[config.mk]
export PLATFORM = sky130hd
export DESIGN_NAME = buffered_dispatcher
export DESIGN_NICKNAME = d
export VERILOG_FILES = /design/src/rtl/buffered_dispatcher.sv
export SDC_FILE = /design/constraint.sdc
export NUM_CORES = 1
export LEC_CHECK = 0
export CORE_UTILIZATION = 40
export DETAILED_ROUTE_END_ITERATION = 8
export SETUP_SLACK_MARGIN = 0.1
export SYNTH_ARGS = -nofsm -noshare
export SYNTH_HDL_FRONTEND = slang
export SYNTH_SLANG_ARGS = --single-unit
[constraint.sdc]
create_clock -name clock -period 7.7 [get_ports clock]
set_input_delay 0.77 -clock clock [delete_from_list [all_inputs] [get_ports clock]]
set_output_delay 0.77 -clock clock [all_outputs]
set_load 0.05 [all_outputs]
[src/rtl/buffered_dispatcher.sv]
// Staging FIFO between rename and the issue queues: absorbs whole rename groups,
// dispatches each entry to every queue in its iq_type mask, retires entries in order.
module buffered_dispatcher #(
  parameter int W      = 3,
  parameter int NUM_IQ = 3,
  parameter int DEPTH  = 6,
  parameter int DATA_W = 32,
  localparam int CNT_W = $clog2(DEPTH + 1)
) (
  input  logic                   clock,
  input  logic                   reset,
  input  logic                   io_flush,
  input  logic [W-1:0]           io_ren_valid,
  input  logic [W*NUM_IQ-1:0]    io_ren_iq_type,
  input  logic [W*DATA_W-1:0]    io_ren_bits,
  output logic                   io_ren_ready,
  output logic [NUM_IQ*W-1:0]    io_dis_valid,
  input  logic [NUM_IQ*W-1:0]    io_dis_ready,
  output logic [W*DATA_W-1:0]    io_dis_bits,
  output logic [CNT_W-1:0]       io_occupancy
);
  localparam int PTR_W = (DEPTH > 1) ? $clog2(DEPTH) : 1;

  logic [DATA_W-1:0] payload_q [DEPTH];
  logic [NUM_IQ-1:0] pend_q    [DEPTH];
  logic [PTR_W-1:0]  head_q, tail_q;
  logic [CNT_W-1:0]  count_q;

  logic [PTR_W-1:0]  win_idx     [W];
  logic [W-1:0]      win_present;
  logic [NUM_IQ-1:0] win_pend    [W];
  logic [NUM_IQ-1:0] win_fire    [W];
  logic [NUM_IQ*W-1:0] fire;
  logic [CNT_W-1:0]  deq_cnt, enq_cnt;
  logic [PTR_W-1:0]  lane_slot   [W];
  logic [W-1:0]      lane_wr;
  logic              ren_fire;

  // Pointer arithmetic modulo DEPTH; offsets never exceed DEPTH, so one subtraction suffices.
  function automatic logic [PTR_W-1:0] wrap_add(input logic [PTR_W-1:0] base, input int off);
    int s;
    s = int'(base) + off;
    if (s >= DEPTH) s = s - DEPTH;
    return PTR_W'(s);
  endfunction

  always_comb begin
    for (int w = 0; w < W; w++) begin
      win_idx[w]     = wrap_add(head_q, w);
      win_present[w] = (w < int'(count_q));
      win_pend[w]    = win_present[w] ? pend_q[win_idx[w]] : '0;
      io_dis_bits[w*DATA_W +: DATA_W] = payload_q[win_idx[w]];
    end
  end

  // Handshake: a slot transfers when valid & ready in the same cycle. Valid of a
  // younger slot depends combinationally on ready of every older presented slot of
  // that queue, so a queue only accepts an in-order prefix; queues must not derive
  // ready from valid.
  always_comb begin
    logic path_ok;
    path_ok      = 1'b0;
    io_dis_valid = '0;
    for (int q = 0; q < NUM_IQ; q++) begin
      path_ok = ~io_flush;
      for (int w = 0; w < W; w++) begin
        if (win_pend[w][q]) begin
          io_dis_valid[q*W+w] = path_ok;
          path_ok = path_ok & io_dis_ready[q*W+w];
        end
      end
    end
  end

  assign fire = io_dis_valid & io_dis_ready;

  always_comb begin
    logic run;
    run     = 1'b1;
    deq_cnt = '0;
    for (int w = 0; w < W; w++) begin
      win_fire[w] = '0;
      for (int q = 0; q < NUM_IQ; q++) win_fire[w][q] = fire[q*W+w];
      if (run && win_present[w] && ~|(win_pend[w] & ~win_fire[w]))
        deq_cnt = deq_cnt + 1'b1;
      else
        run = 1'b0;
    end
  end

  // Readiness uses only the registered count: freed space shows up a cycle later.
  assign io_ren_ready = ((DEPTH - int'(count_q)) >= W) && !io_flush;
  assign ren_fire     = io_ren_ready & (|io_ren_valid);
  assign io_occupancy = count_q;

  // Lanes with an empty iq_type are accepted but not stored; the rest are packed in lane order.
  always_comb begin
    enq_cnt = '0;
    for (int i = 0; i < W; i++) begin
      lane_wr[i]   = ren_fire & io_ren_valid[i] & (|io_ren_iq_type[i*NUM_IQ +: NUM_IQ]);
      lane_slot[i] = wrap_add(tail_q, int'(enq_cnt));
      if (lane_wr[i]) enq_cnt = enq_cnt + 1'b1;
    end
  end

  always_ff @(posedge clock or negedge reset) begin
    if (!reset) begin
      head_q  <= '0;
      tail_q  <= '0;
      count_q <= '0;
      for (int d = 0; d < DEPTH; d++) begin
        payload_q[d] <= '0;
        pend_q[d]    <= '0;
      end
    end else if (io_flush) begin
      head_q  <= '0;
      tail_q  <= '0;
      count_q <= '0;
      for (int d = 0; d < DEPTH; d++) pend_q[d] <= '0;
    end else begin
      // Occupied window slots and free enqueue slots never overlap.
      for (int w = 0; w < W; w++)
        if (win_present[w]) pend_q[win_idx[w]] <= win_pend[w] & ~win_fire[w];
      for (int i = 0; i < W; i++) begin
        if (lane_wr[i]) begin
          payload_q[lane_slot[i]] <= io_ren_bits[i*DATA_W +: DATA_W];
          pend_q[lane_slot[i]]    <= io_ren_iq_type[i*NUM_IQ +: NUM_IQ];
        end
      end
      head_q  <= wrap_add(head_q, int'(deq_cnt));
      tail_q  <= wrap_add(tail_q, int'(enq_cnt));
      count_q <= count_q + enq_cnt - deq_cnt;
    end
  end
endmodule

==> results of run 1 <==
-- how the worst max path moves through the flow --
stage	from	endpoint
floorplan	head_q[0]	io_occupancy[2]
global placement	head_q[1]	io_occupancy[2]
detailed placement	head_q[1]	io_occupancy[2]
CTS	head_q[1]	io_occupancy[2]
global route	head_q[1]	io_occupancy[2]
finish	head_q[1]	io_occupancy[2]
-- stage by stage --
stage	power, mW	instance area, sq um	util, %	std cells	hold WS, ns
2_1_floorplan	7.35	17900	-	2246	0.474
3_3_place_gp	9.66	20500	46.4	2905	0.692
3_5_place_dp	9.78	20500	46.4	2905	0.705
4_1_cts	11.1	21300	48.4	2949	0.289
5_1_grt	11.8	21300	48.4	2949	0.311
6_report	11.2	21300	48.4	2949	0.258
-- registers in the layout, indices dropped and copies added (netlist names) --
| register | cells |
|---|---|
| io_occupancy | 3 |
| tail_q | 3 |
| payload_q | 192 |
| head_q | 3 |
| pend_q | 18 |
-- area by class of cell --
cell class,count,area [sq um]
clock buffers,38,777
clock inverters,6,86.3
fillers,4294,22800
inverters,24,90.1
multi-input cells,1802,11600
flip-flops and latches,219,5480
well taps,592,741
repair buffers,268,2590
-- cells in the final DEF, fill, tap and decap left out, types with 7 or more instances in the layout --
| cell type | synthesis | routed |
|---|---|---|
| nor3_1 | 25 | 22 |
| o21ai_0 | 291 | 291 |
| and3_1 | 10 | 9 |
| nand2b_1 | 9 | 9 |
| o211ai_1 | 27 | 27 |
| or3_1 | 8 | 8 |
| dfrtp_1 | 219 | 218 |
| a311oi_1 | 8 | 8 |
| a31oi_1 | 10 | 9 |
| mux2i_1 | 265 | 265 |
| clkdlybuf4s50_1 | 0 | 227 |
| nor2b_1 | 16 | 14 |
| a221oi_1 | 17 | 17 |
| nand3_1 | 43 | 43 |
| clkbuf_16 | 0 | 27 |
| a222oi_1 | 65 | 65 |
| a21oi_1 | 228 | 228 |
| nor2_1 | 237 | 236 |
| buf_4 | 5 | 40 |
| mux2_2 | 74 | 74 |
| clkbuf_8 | 0 | 7 |
| ha_1 | 22 | 21 |
| a22oi_1 | 32 | 32 |
| nand2_1 | 285 | 285 |
| inv_1 | 23 | 20 |
| a211oi_1 | 18 | 18 |
-- logic make-up after synthesis --
| kind of cell | after synthesis | share of synthesized area (%) |
|---|---|---|
| compound gates | 755 | 26.1 |
| simple gates | 672 | 16.0 |
| mux | 339 | 19.5 |
| buf+inv | 225 | 5.17 |
| flops | 219 | 30.7 |
| fa+ha+maj | 27 | 2.10 |
| xor+xnor | 9 | 0.441 |
-- report_power, final --
part	leakage, nW	total (mW)	internal, mW	switching, mW
sequential	2.82	2.16	1.66	0.500
combinational	5.66	7.72	2.65	5.08
clock	0.423	1.29	0.760	0.534
-- per-layer routing --
| metal | track usage, % | vias up |
|---|---|---|
| li1 | - | 8434 |
| met1 | 40.2 | 8784 |
| met2 | 50.3 | 852 |
| met3 | 3.75 | 161 |
| met4 | 11.9 | 0 |
| met5 | 0 | - |
-- critical path, cell delays in order (launching register included) --
cell and delay, ns:
dfrtp_1 0.79, ha_1 0.93, nand3b_1 0.33, o31ai_4 0.14
buf_4 0.36, a222oi_1 0.20, or3_1 0.38, a31oi_1 0.67
nor4_1 0.15, ha_1 0.26, nand2_1 0.07, nor4_1 0.06
a21boi_0 0.59, fa_1 0.55, fa_1 0.44, xnor2_1 0.19
xnor2_1 0.16, xnor2_1 0.15, nand2b_1 0.13, mux2i_1 0.08
==> metrics, run 1 <==
DRT Wirelength=70.0 mm; Worst-path clk slew=0.06 ns; RD Place Congestion=0.929; ranking of synthesized cells by area=dfrtp_1, mux2i_1, o21ai_0, a21oi_1, nand2_1; Rows=77; top-level port count=229; nets=2489; Post-Syn Nets=2393; R2R depth=19; Post-DRT Antenna Nets=0; Max Used Layer=met4; vias in the first global route=17400; GRT overflow=0; top cell type's share of synthesized area=30.7%; reg2reg end=io_occupancy[2]; total track usage=30.3%; Post-synth EDFFs=0; Slew HR=21.6%; FF-to-FF setup slack=0.89 ns; CTS H-tree depth=1; worst skew pair latency=0.58 ns; Max rail drop VDD=0.367 mV; Tightest Pin Transition=1.17 ns; Clock Tree Buf Depth=3; Final Hold Fails=0; CTS tree=yes; clk sink count=219; Setup TNS=0 ns; Power Density=524 mW/mm^2; max-slew violation count=0; first-pass GRT wire length=105 mm; drt first pass iters=9; most instantiated cells after synthesis=o21ai_0, nand2_1, mux2i_1; initial antenna violation count=0; period utilization=88.4%; outcome=complete, but fails checks; post-place setup slack=0.985 ns; crit path DAT=7.23 ns; Max-Cap Viols=0; final setup vio count=0; Clock Skew=0.0254 ns; sequential cell area fraction in the yosys report=30.7%; failing checks=DRC; RSZ-0062 raised after global routing=no; fin crit period=6.81 ns; fmax=147 MHz; metal2 WL=33.0 mm; die area=0.0455 sq mm; Worst setup SP type=flop; P&R area growth vs syn=19.4%; P_leak=8.91 nW; wire length on met3=5.16 mm; Die X-Extent=213 microns; Mean Syn Cell Area=7.96 sq um; Post-route DRC=1; Crit Path Category=reg2reg; post-CTS setup buffers=0; final worst setup slack=0.894 ns; Antenna diodes=0; CP max FO=24; Ys Warns=0; initial drt markers=2010; Via Count=18200; Post-Synthesis Cell Area=0.0179 sq mm; Post-DP HPWL=43.8 mm; Critical Path RT=8.12 ns; CP Capture Type=flop; Hold Buf Count CTS=0; # port buffers=228; Hold/Removal Path Class=in2async; count leader, synth=o21ai_0; largest net degree at the start of global routing=88; Die Y=213 microns; Core ar.=0.0441 sq mm; most area-hungry cell type in the Yosys netlist=dfrtp_1; DR WL/cell=23.7 microns; layout cells sized above 1=8.23%; register bit total from synthesis=219; number of vias per cell=6.18; CTS Buf Count=27; Synth Flop Type=dfrtp_1; r2r startpoint=head_q[1]; synth unique cells=77; fraction of registers with async set/reset=100%; Post-CTS Resized=0; root cell of the clock tree=clkbuf_16; M1 WL=29.5 mm; Initial Util=40.5%; Synth Instances=2246
No activity file was read; power rests on OpenSTA's default activity.
==> inputs of run 2 (changes only) <==
==> constraint.sdc (replaced) <==
create_clock -name clock -period 7.7 [get_ports clock]
set_input_delay 0.77 -clock clock [delete_from_list [all_inputs] [get_ports clock]]
set_output_delay 0.77 -clock clock [all_outputs]
set_load 0.02 [all_outputs]
==> run 2 against run 1 <==
The flow now finishes without violations; total power fell by 10%; register-to-register slack better by 0.05 ns; routed wire length grew 0.14%; cell area rose by 0.39%; critical path depth stayed put; setup slack better by 0.045 ns; global-route usage is essentially flat; die area is the same; largest cell class unchanged; highest routed layer unchanged.
==> metrics, run 2 (synthesis gave the netlist of run 1 again) <==
drt first pass iters=7 (was 9); first-pass GRT wire length=105 mm (about the same); sw frac=48.4% (was 54.7%); outcome=finished clean (was complete, but fails checks); RSZ-0062 raised after global routing=no (unchanged); initial antenna violation count=0 (unchanged); Post-route DRC=0 (was 1); initial drt markers=1912 (was 2010); root cell of the clock tree=clkbuf_16 (unchanged); Power Density=467 mW/mm^2 (was 524 mW/mm^2); Tightest Pin Transition=1.02 ns (was 1.17 ns); WHS=0.269 ns (was 0.258 ns); P&R area growth vs syn=19.9% (was 19.4%); Via Count=18300 (was 18200); met1 usage=40.5% (was 40.2%); most frequent cells in the layout=o21ai_0, nand2_1, mux2i_1, nor2_1, a21oi_1 (unchanged); CP max FO=24 (unchanged); Max-Cap Viols=0 (unchanged); met3 track demand over resource=3.78% (was 3.75%); M2 GR Usage=50.1% (was 50.3%); Max rail drop VDD=0.297 mV (was 0.367 mV); nets=2488 (was 2489); CTS tree=yes (unchanged); P_leak=8.95 nW (was 8.91 nW); CP Capture Type=flop (unchanged); FF-to-FF setup slack=0.94 ns (was 0.89 ns); fill count=4275 (was 4294); largest net degree at the start of global routing=88 (unchanged); Die Y=213 microns (unchanged); Int Power=5.16 mW (was 5.07 mW); total track usage=30.3% (about the same); fmax=148 MHz (was 147 MHz); GRT overflow=0 (unchanged); die area=0.0455 sq mm (unchanged); Rows=77 (unchanged); Most flops, register=payload_q (unchanged); R2R depth=19 (unchanged); Crit Path Category=reg2reg (unchanged); Setup TNS=0 ns (unchanged); Critical Path RT=8.12 ns (about the same); Hold/Removal Path Class=in2async (unchanged); Worst setup SP type=flop (unchanged); Clock Tree Buf Depth=3 (unchanged); post-CTS setup buffers=0 (unchanged); Worst-path clk slew=0.07 ns (was 0.06 ns); cell area after layout=0.0214 sq mm (was 0.0213 sq mm); max FFs per register=192 (unchanged); CTS H-tree depth=1 (unchanged); crit path DAT=7.18 ns (was 7.23 ns); max-slew violation count=0 (unchanged); worst skew pair latency=0.55 ns (was 0.58 ns); # port buffers=228 (unchanged); Top Registers=payload_q: 192 flops, pend_q: 18 flops (unchanged); Post-DRT Antenna Nets=0 (unchanged); gr busiest metal=met2 (unchanged); Gate power share=64.4% (was 69.1%); Placed Instance Area=0.0205 sq mm (about the same); utilization after layout=48.6% (was 48.4%); Initial Util=40.5% (unchanged); CTS Buf Count=27 (unchanged); vias in the first global route=17500 (was 17400); Post-CTS Resized=0 (unchanged); fin crit period=6.76 ns (was 6.81 ns); Clk pwr share=13.9% (was 11.6%); sequential power share=21.7% (was 19.4%); reg2reg end=io_occupancy[2] (unchanged); r2r startpoint=head_q[1] (unchanged); number of vias per cell=6.21 (was 6.18); leading cell type in the layout, fill and taps excluded=o21ai_0 (unchanged); DR WL/cell=23.7 microns (about the same); Core ar.=0.0441 sq mm (unchanged); clk sink count=219 (unchanged); Antenna diodes=0 (unchanged); layout cells sized above 1=8.31% (was 8.23%); Die X-Extent=213 microns (unchanged); Hold Buf Count CTS=0 (unchanged); top-level port count=229 (unchanged); RD Place Congestion=0.937 (was 0.929); switching power=4.84 mW (was 6.11 mW); Slew HR=31.8% (was 21.6%); Final Hold Fails=0 (unchanged); Post-DP HPWL=43.9 mm (was 43.8 mm); period utilization=87.8% (was 88.4%); DRT Wirelength=70.1 mm (was 70.0 mm); final setup vio count=0 (unchanged); Clock Skew=0.0155 ns (was 0.0254 ns)
-- run 2: cell count changes in the layout (fill, tap and decap cells not counted), sizes merged --
cell	change
clkbuf	+3
bufinv	+2
buf	-1
clkinvlp	-1
-- run 2: layout make-up --
type	count	area [sq um]	share of cell area, %
multi-input combinational	1802	11600	54.0
sequential	219	5480	25.6
timing repair buffer	267	2580	12.0
clock buffer	41	808	3.77
tap	592	741	3.46
clock inverter	7	145	0.677
inverter	24	90.1	0.421
-- run 2: per-layer routing --
metal,wire [microns],vias up
met2,33000,902
li1,-,8436
met5,0,-
met1,29000,8825
met4,2180,0
met3,5850,159
-- run 2: worst max-delay path by stage --
stage | startpoint | end | slack [ns] | cells after the start
global route | head_q[1] | io_occupancy[2] | 0.51 | 19
detailed placement | head_q[1] | io_occupancy[2] | 1.01 | 19
finish | head_q[1] | io_occupancy[2] | 0.94 | 19
floorplan | head_q[0] | io_occupancy[2] | 1.92 | 20
global placement | head_q[1] | io_occupancy[2] | 1.20 | 19
CTS | head_q[1] | io_occupancy[2] | 1.01 | 19
-- run 2: power by group through the flow --
stage,clock network (mW),logic (mW),registers (mW)
floorplan,0,4.10,1.97
global placement,0,6.25,2.14
detailed placement,0,6.35,2.17
CTS,1.41,6.38,2.15
global route,1.45,6.98,2.23
finish,1.39,6.45,2.17
-- run 2: critical path, stage by stage, from the launching register on --
cell and delay [ns]:
dfrtp_1 0.79, ha_1 0.91, nand3b_1 0.33, o31ai_4 0.13, buf_4 0.36, a222oi_1 0.20
or3_1 0.39, a31oi_1 0.66, nor4_1 0.13, ha_1 0.25, nand2_1 0.07, nor4_1 0.06
a21boi_0 0.59, fa_1 0.57, fa_1 0.44, xnor2_1 0.18, xnor2_1 0.17, xnor2_1 0.16
nand2b_1 0.13, mux2i_1 0.08
-- run 2: per-stage QoR --
stage	total power, mW	std cells	worst slack (ns)
2_1_floorplan	6.06	2246	1.92
3_3_place_gp	8.40	2904	1.20
3_5_place_dp	8.51	2904	1.01
4_1_cts	9.94	2952	1.01
5_1_grt	10.7	2952	0.507
6_report	10.0	2952	0.940
==> inputs of run 3 (changes only) <==
--- a/config.mk
+++ b/config.mk
@@ -7,7 +7,6 @@
 export LEC_CHECK = 0
 export CORE_UTILIZATION = 40
 export DETAILED_ROUTE_END_ITERATION = 8
-export SETUP_SLACK_MARGIN = 0.1
 export SYNTH_ARGS = -nofsm -noshare
 export SYNTH_HDL_FRONTEND = slang
 export SYNTH_SLANG_ARGS = --single-unit
==> results of run 3 <==
Same layout as run 2: the final DEF is identical, and so are final timing and power.
==> variant 1 (config.mk and constraints of run 1) <==
Set the parameter `DATA_W` to 36 (it was 32).
--- a/src/rtl/buffered_dispatcher.sv
+++ b/src/rtl/buffered_dispatcher.sv
@@ -4,7 +4,7 @@
   parameter int W      = 3,
   parameter int NUM_IQ = 3,
   parameter int DEPTH  = 6,
-  parameter int DATA_W = 32,
+  parameter int DATA_W = 36,
   localparam int CNT_W = $clog2(DEPTH + 1)
 ) (
   input  logic                   clock,
Ports: changed (resized io_dis_bits and io_ren_bits); port bits go from 229 to 253. The function was not compared with the original's and may differ.
==> variant 1 against run 1 <==
Worst setup slack improved by 0.13 ns; count of clock-buffer cells in the layout increased by 9; highest routed layer is now met5; synthesized area increased by 9.3%; final area increased by 9.6%; sequential cell count increased by 24; largest cell class unchanged; wire length increased by 14%; via count increased by 11%; critical endpoint unchanged; total power increased by 12%.
==> variant 1: results (changes against run 1) <==
dpl cell area=22380 um2 (+9.3%); syn_nets=2616 (+9.3%); sequential fraction of the synthesis area=0.3112 (+0.004538); drt initial violations=2452 (+22%); total CTS buffers=31 (+15%); count of cell types in the netlist=70 (-9.1%); initial antenna violation count=10 (+10); Final Instance Count excl. Fillers=3200 (+8.5%); detailed placer's ending HPWL=47790 um (+9.0%); Critical R2R Launch=head_q[2]$_DFF_PN0_; CTS resizes=0 (unchanged); layout cells sized above 1=0.07791 (-0.004401); Max Buffers Root-to-Sink=3 (unchanged); fin nets=2717 (+9.2%); routing usage on met2=0.5008 (-0.001992); Worst Skew=0.02400 ns (-0.001435 ns); yosys warns=0 (unchanged); Slew @ Worst Pin=1.237 ns (+0.06403 ns); clock root buffer=clkbuf_16; Vias=20270 (+11%); maximum number of pins on one net before global-route repair=150 (+70%); Synth async-reset ratio=1.000 (unchanged); status=finished, final reports clean; dpl ws=1.175 ns (+0.1899 ns); slowest stage delay, CP=1.14 ns (+0.21 ns); Synth area leader=dfrtp_1; Pleak=9.750 nW (+9.5%); Pre-Repair DR Iteration Count=7 (-2); placed insts=3140 (+8.1%); Final period util=0.8674 (-0.01641); fillcell total=4514 (+5.1%); Worst R2R Path Depth=17 (-2); r2r setup slk=1.02 ns (+0.13 ns); global-route wire length before repair=119800 um (+14%); Worst Path Arrival=7.14 ns (-0.09 ns); GPL Wtd Cong=0.9613 (+3.4%); Worst IR Drop VDD=0.0005305 V (+45%); GRT met1 Usage=0.4158 (+0.01389); largest cells by area after synthesis=dfrtp_1, mux2i_1, o21ai_0; Worst Hold Class=in -> async; wire length per cell=24.84 um (+4.7%); Top delay family on crit path=compound AO/OA/AOI/OAI gates; Post-synth top cells=o21ai_0, nand2_1, mux2i_1, nor2_1, a21oi_1; GR Layer Usage met3=0.05413 (+0.01664); Slowest-stage cell, CP=o31ai_4; overall routing resource usage=0.3106 (+0.007314); IO buf count=252 (+11%); Syn Area/Cell=7.952 um2 (about the same); biggest regs=payload_q (216), pend_q (18); Hold WS=0.1487 ns (-0.1092 ns)
==> variant 1: cell types whose count changed in the layout (fill, tap and decap cells not counted), sizes merged, moves of 24 or more <==
cell	before	now
clkdlybuf4s50	227	251
a21oi	228	255
mux2i	265	299
nor2	237	264
nand2	285	311
dfrtp	219	243
o21ai	295	334
==> variant 1: worst max-delay path by stage <==
stage	from	endpoint	depth (start not counted)
floorplan	head_q[0]$_DFF_PN0_	io_occupancy[2]$_DFF_PN0_	22
global placement	head_q[1]$_DFF_PN0_	io_occupancy[2]$_DFF_PN0_	17
CTS	head_q[2]$_DFF_PN0_	io_occupancy[2]$_DFF_PN0_	17
finish	head_q[2]$_DFF_PN0_	io_occupancy[2]$_DFF_PN0_	17
detailed placement	head_q[2]$_DFF_PN0_	io_occupancy[2]$_DFF_PN0_	17
global route	head_q[2]$_DFF_PN0_	io_occupancy[2]$_DFF_PN0_	18
==> variant 1: logic make-up (layout without fill, tap and decap cells) <==
logic type,count (synthesis),after routing,synth area share
AND/OR/NAND/NOR,724,724,0.1555
XOR/XNOR,9,9,0.004035
buffers and inverters,242,365,0.04982
AO/OA/AOI/OAI,831,831,0.2598
adder cells (fa/ha/maj),27,27,0.01921
multiplexers,381,381,0.2004
flip-flops,243,243,0.3112
other,0,5,0
==> variant 1: power breakdown <==
part | total, mW | internal, mW | switching, mW | leakage (nW)
combinational | 8.58 | 2.90 | 5.68 | 6.13
sequential | 2.42 | 1.85 | 0.573 | 3.13
clock | 1.47 | 0.867 | 0.604 | 0.491
==> variant 1: per-layer routing <==
| layer | wire (um) | share of wire |
|---|---|---|
| met3 | 7105 | 0.089 |
| met1 | 33600 | 0.42 |
| met2 | 36020 | 0.45 |
| met4 | 2681 | 0.034 |
| met5 | 67 | 0.00084 |
==> variant 1: final cells by class <==
cell class / instances / area [um2] / share of cell area
clock inverters: 8 / 92.59 / 0.003958
clock buffers: 47 / 905.9 / 0.03873
diodes: 5 / 12.51 / 0.0005349
repair buffers: 287 / 2828 / 0.1209
well taps: 615 / 769.5 / 0.03290
multi-input cells: 1972 / 12610 / 0.5392
flip-flops and latches: 243 / 6085 / 0.2601
inverters: 23 / 86.33 / 0.003691
==> variant 1: worst register-to-register path, delay by kind of cell (launching register included) <==
kind,cells,cell delay (ns)
AOI/OAI and AO/OA,5,3.16
DFF,1,0.55
adders and majority gates,4,1.85
xor gates and xnor gates,3,0.53
muxes,1,0.06
and+or+nand+nor,4,0.40
==> variant 2 (settings of run 1) <==
Without the edit above. Reset style: synchronous (`reset`), changed in one clocked block.
--- a/src/rtl/buffered_dispatcher.sv
+++ b/src/rtl/buffered_dispatcher.sv
@@ -103,7 +103,7 @@
     end
   end
 
-  always_ff @(posedge clock or negedge reset) begin
+  always_ff @(posedge clock) begin
     if (!reset) begin
       head_q  <= '0;
       tail_q  <= '0;
Behaviour: not the same (Yosys sat finds a counterexample within 4 cycles, from zero or initial values and one cycle with reset low; the reset may be asserted at any time).
==> variant 2 against run 1 <==
Final cell count grew 14%; sequential cell count grew 70; clock power grew 22%; largest cell class unchanged; wire length grew 33%; synthesized area grew 27%; via count grew 22%; largest power group unchanged; critical path depth shrank 10; clock skew shrank 0.0051 ns; total power shrank 33%; final area grew 23%; maximum frequency grew 14%; sequential power shrank 7%; worst setup slack gained 0.86 ns.
==> variant 2: results (changes against run 1) <==
Post-synth top cells=nand2_1, edfxtp_1, nor2_1, mux2i_1, o21ai_0; Post-synth EDFFs=280 (+280); dpl ws=1.817 ns (+0.8323 ns); largest cells by area after synthesis=edfxtp_1, mux2i_1, nand2_1; Max Buffers Root-to-Sink=3 (unchanged); Reg clk slew, reported paths=0.06 ns (about the same); Power Clock=1.58 mW (+22%); placed insts=3293 (+13%); fillcell total=5373 (+25%); wire length per cell=27.82 um (+17%); overall routing resource usage=0.3146 (+0.01132); Synth async-reset ratio=0 (-1.000); Slowest-stage cell, CP=and2_2; detailed placer's ending HPWL=57580 um (+31%); total CTS buffers=35 (+30%); CP Max Fanout=55 (+130%); syn_nets=2707 (+13%); number of global-route vias before repair=21090 (+21%); count of cell types in the netlist=67 (-13%); Vias=22190 (+22%); P_int=4.140 mW (-18%); vias per cell=6.619 (+7.1%); Worst IR Drop VDD=0.0001745 V (-52%); initial antenna violation count=3 (+3); Worst Path Arrival=5.18 ns (-2.05 ns); slowest stage delay, CP=0.97 ns (+0.04 ns); Pleak=8.772 nW (-1.5%); biggest regs=payload_q (256), pend_q (24); GPL Wtd Cong=0.9093 (-2.2%); Worst Hold Class=reg -> reg; status=finished, final reports clean; drt initial violations=2709 (+35%); Pre-Repair DR Iteration Count=6 (-3); number of H-tree levels=2 (+1); layout cells sized above 1=0.09630 (+0.01399); Top delay family on crit path=buffers and inverters; global-route wire length before repair=134700 um (+28%); maximum number of pins on one net before global-route repair=73 (-17%); Synth Instances=2561 (+14%); Worst Skew=0.02030 ns (-0.005133 ns); relative slew slack=0.09471 (-0.1217)
## variant 2: logic make-up after synthesis
family                   count (synthesis)  synth area share
AO/OA/AOI/OAI                          806            0.2381
AND/OR/NAND/NOR                        802            0.1512
buffers and inverters                  325           0.05979
flip-flops                             289            0.3772
XOR/XNOR                                13          0.005001
multiplexers                           300            0.1528
adder cells (fa/ha/maj)                 26           0.01594
## variant 2: worst paths after layout
kind                                                  from                    endpoint  slack (ns)  cells after the start
worst max-delay path                  head_q[0]$_SDFF_PP0_             io_dis_bits[51]        1.75                      9
worst min-delay path            io_occupancy[0]$_SDFF_PP0_  io_occupancy[0]$_SDFF_PP0_        0.78                      2
worst max register to register        head_q[1]$_SDFF_PP0_  io_occupancy[2]$_SDFF_PP0_        1.80                     23
worst min register to register  io_occupancy[0]$_SDFF_PP0_  io_occupancy[0]$_SDFF_PP0_        0.78                      2
## variant 2: final cells by class
cell class / count / share of cell area
tap: 756 / 0.03592
clock inverter: 19 / 0.005179
clock buffer: 40 / 0.03397
timing repair buffer: 274 / 0.09979
inverter: 27 / 0.003849
sequential: 289 / 0.3263
antenna: 1 / 0.00009503
multi-input combinational: 1947 / 0.4949
## variant 2: tightest hold or removal path, cell delays in order (launching register included)
cell	delay, ns
dfxtp_1	0.47
ha_1	0.17
and2_1	0.11
## variant 2: stage by stage
step	hold WS [ns]	power, mW	cell area (um2)
2_1_floorplan	0.6034	4.689	22770
4_1_cts	0.7954	7.468	26330
3_3_place_gp	0.7574	5.866	25300
3_5_place_dp	0.7784	5.907	25300
6_report	0.7770	7.484	26330
5_1_grt	0.8238	7.751	26330
## variant 2: metal layers
metal  GRT usage  part of all wire  vias up
li1            -                 -     9717
met4      0.1567             0.049        2
met5           0           0.00014        -
met3     0.05799              0.10      304
met2      0.5048              0.46     1420
met1      0.4066              0.39    10750
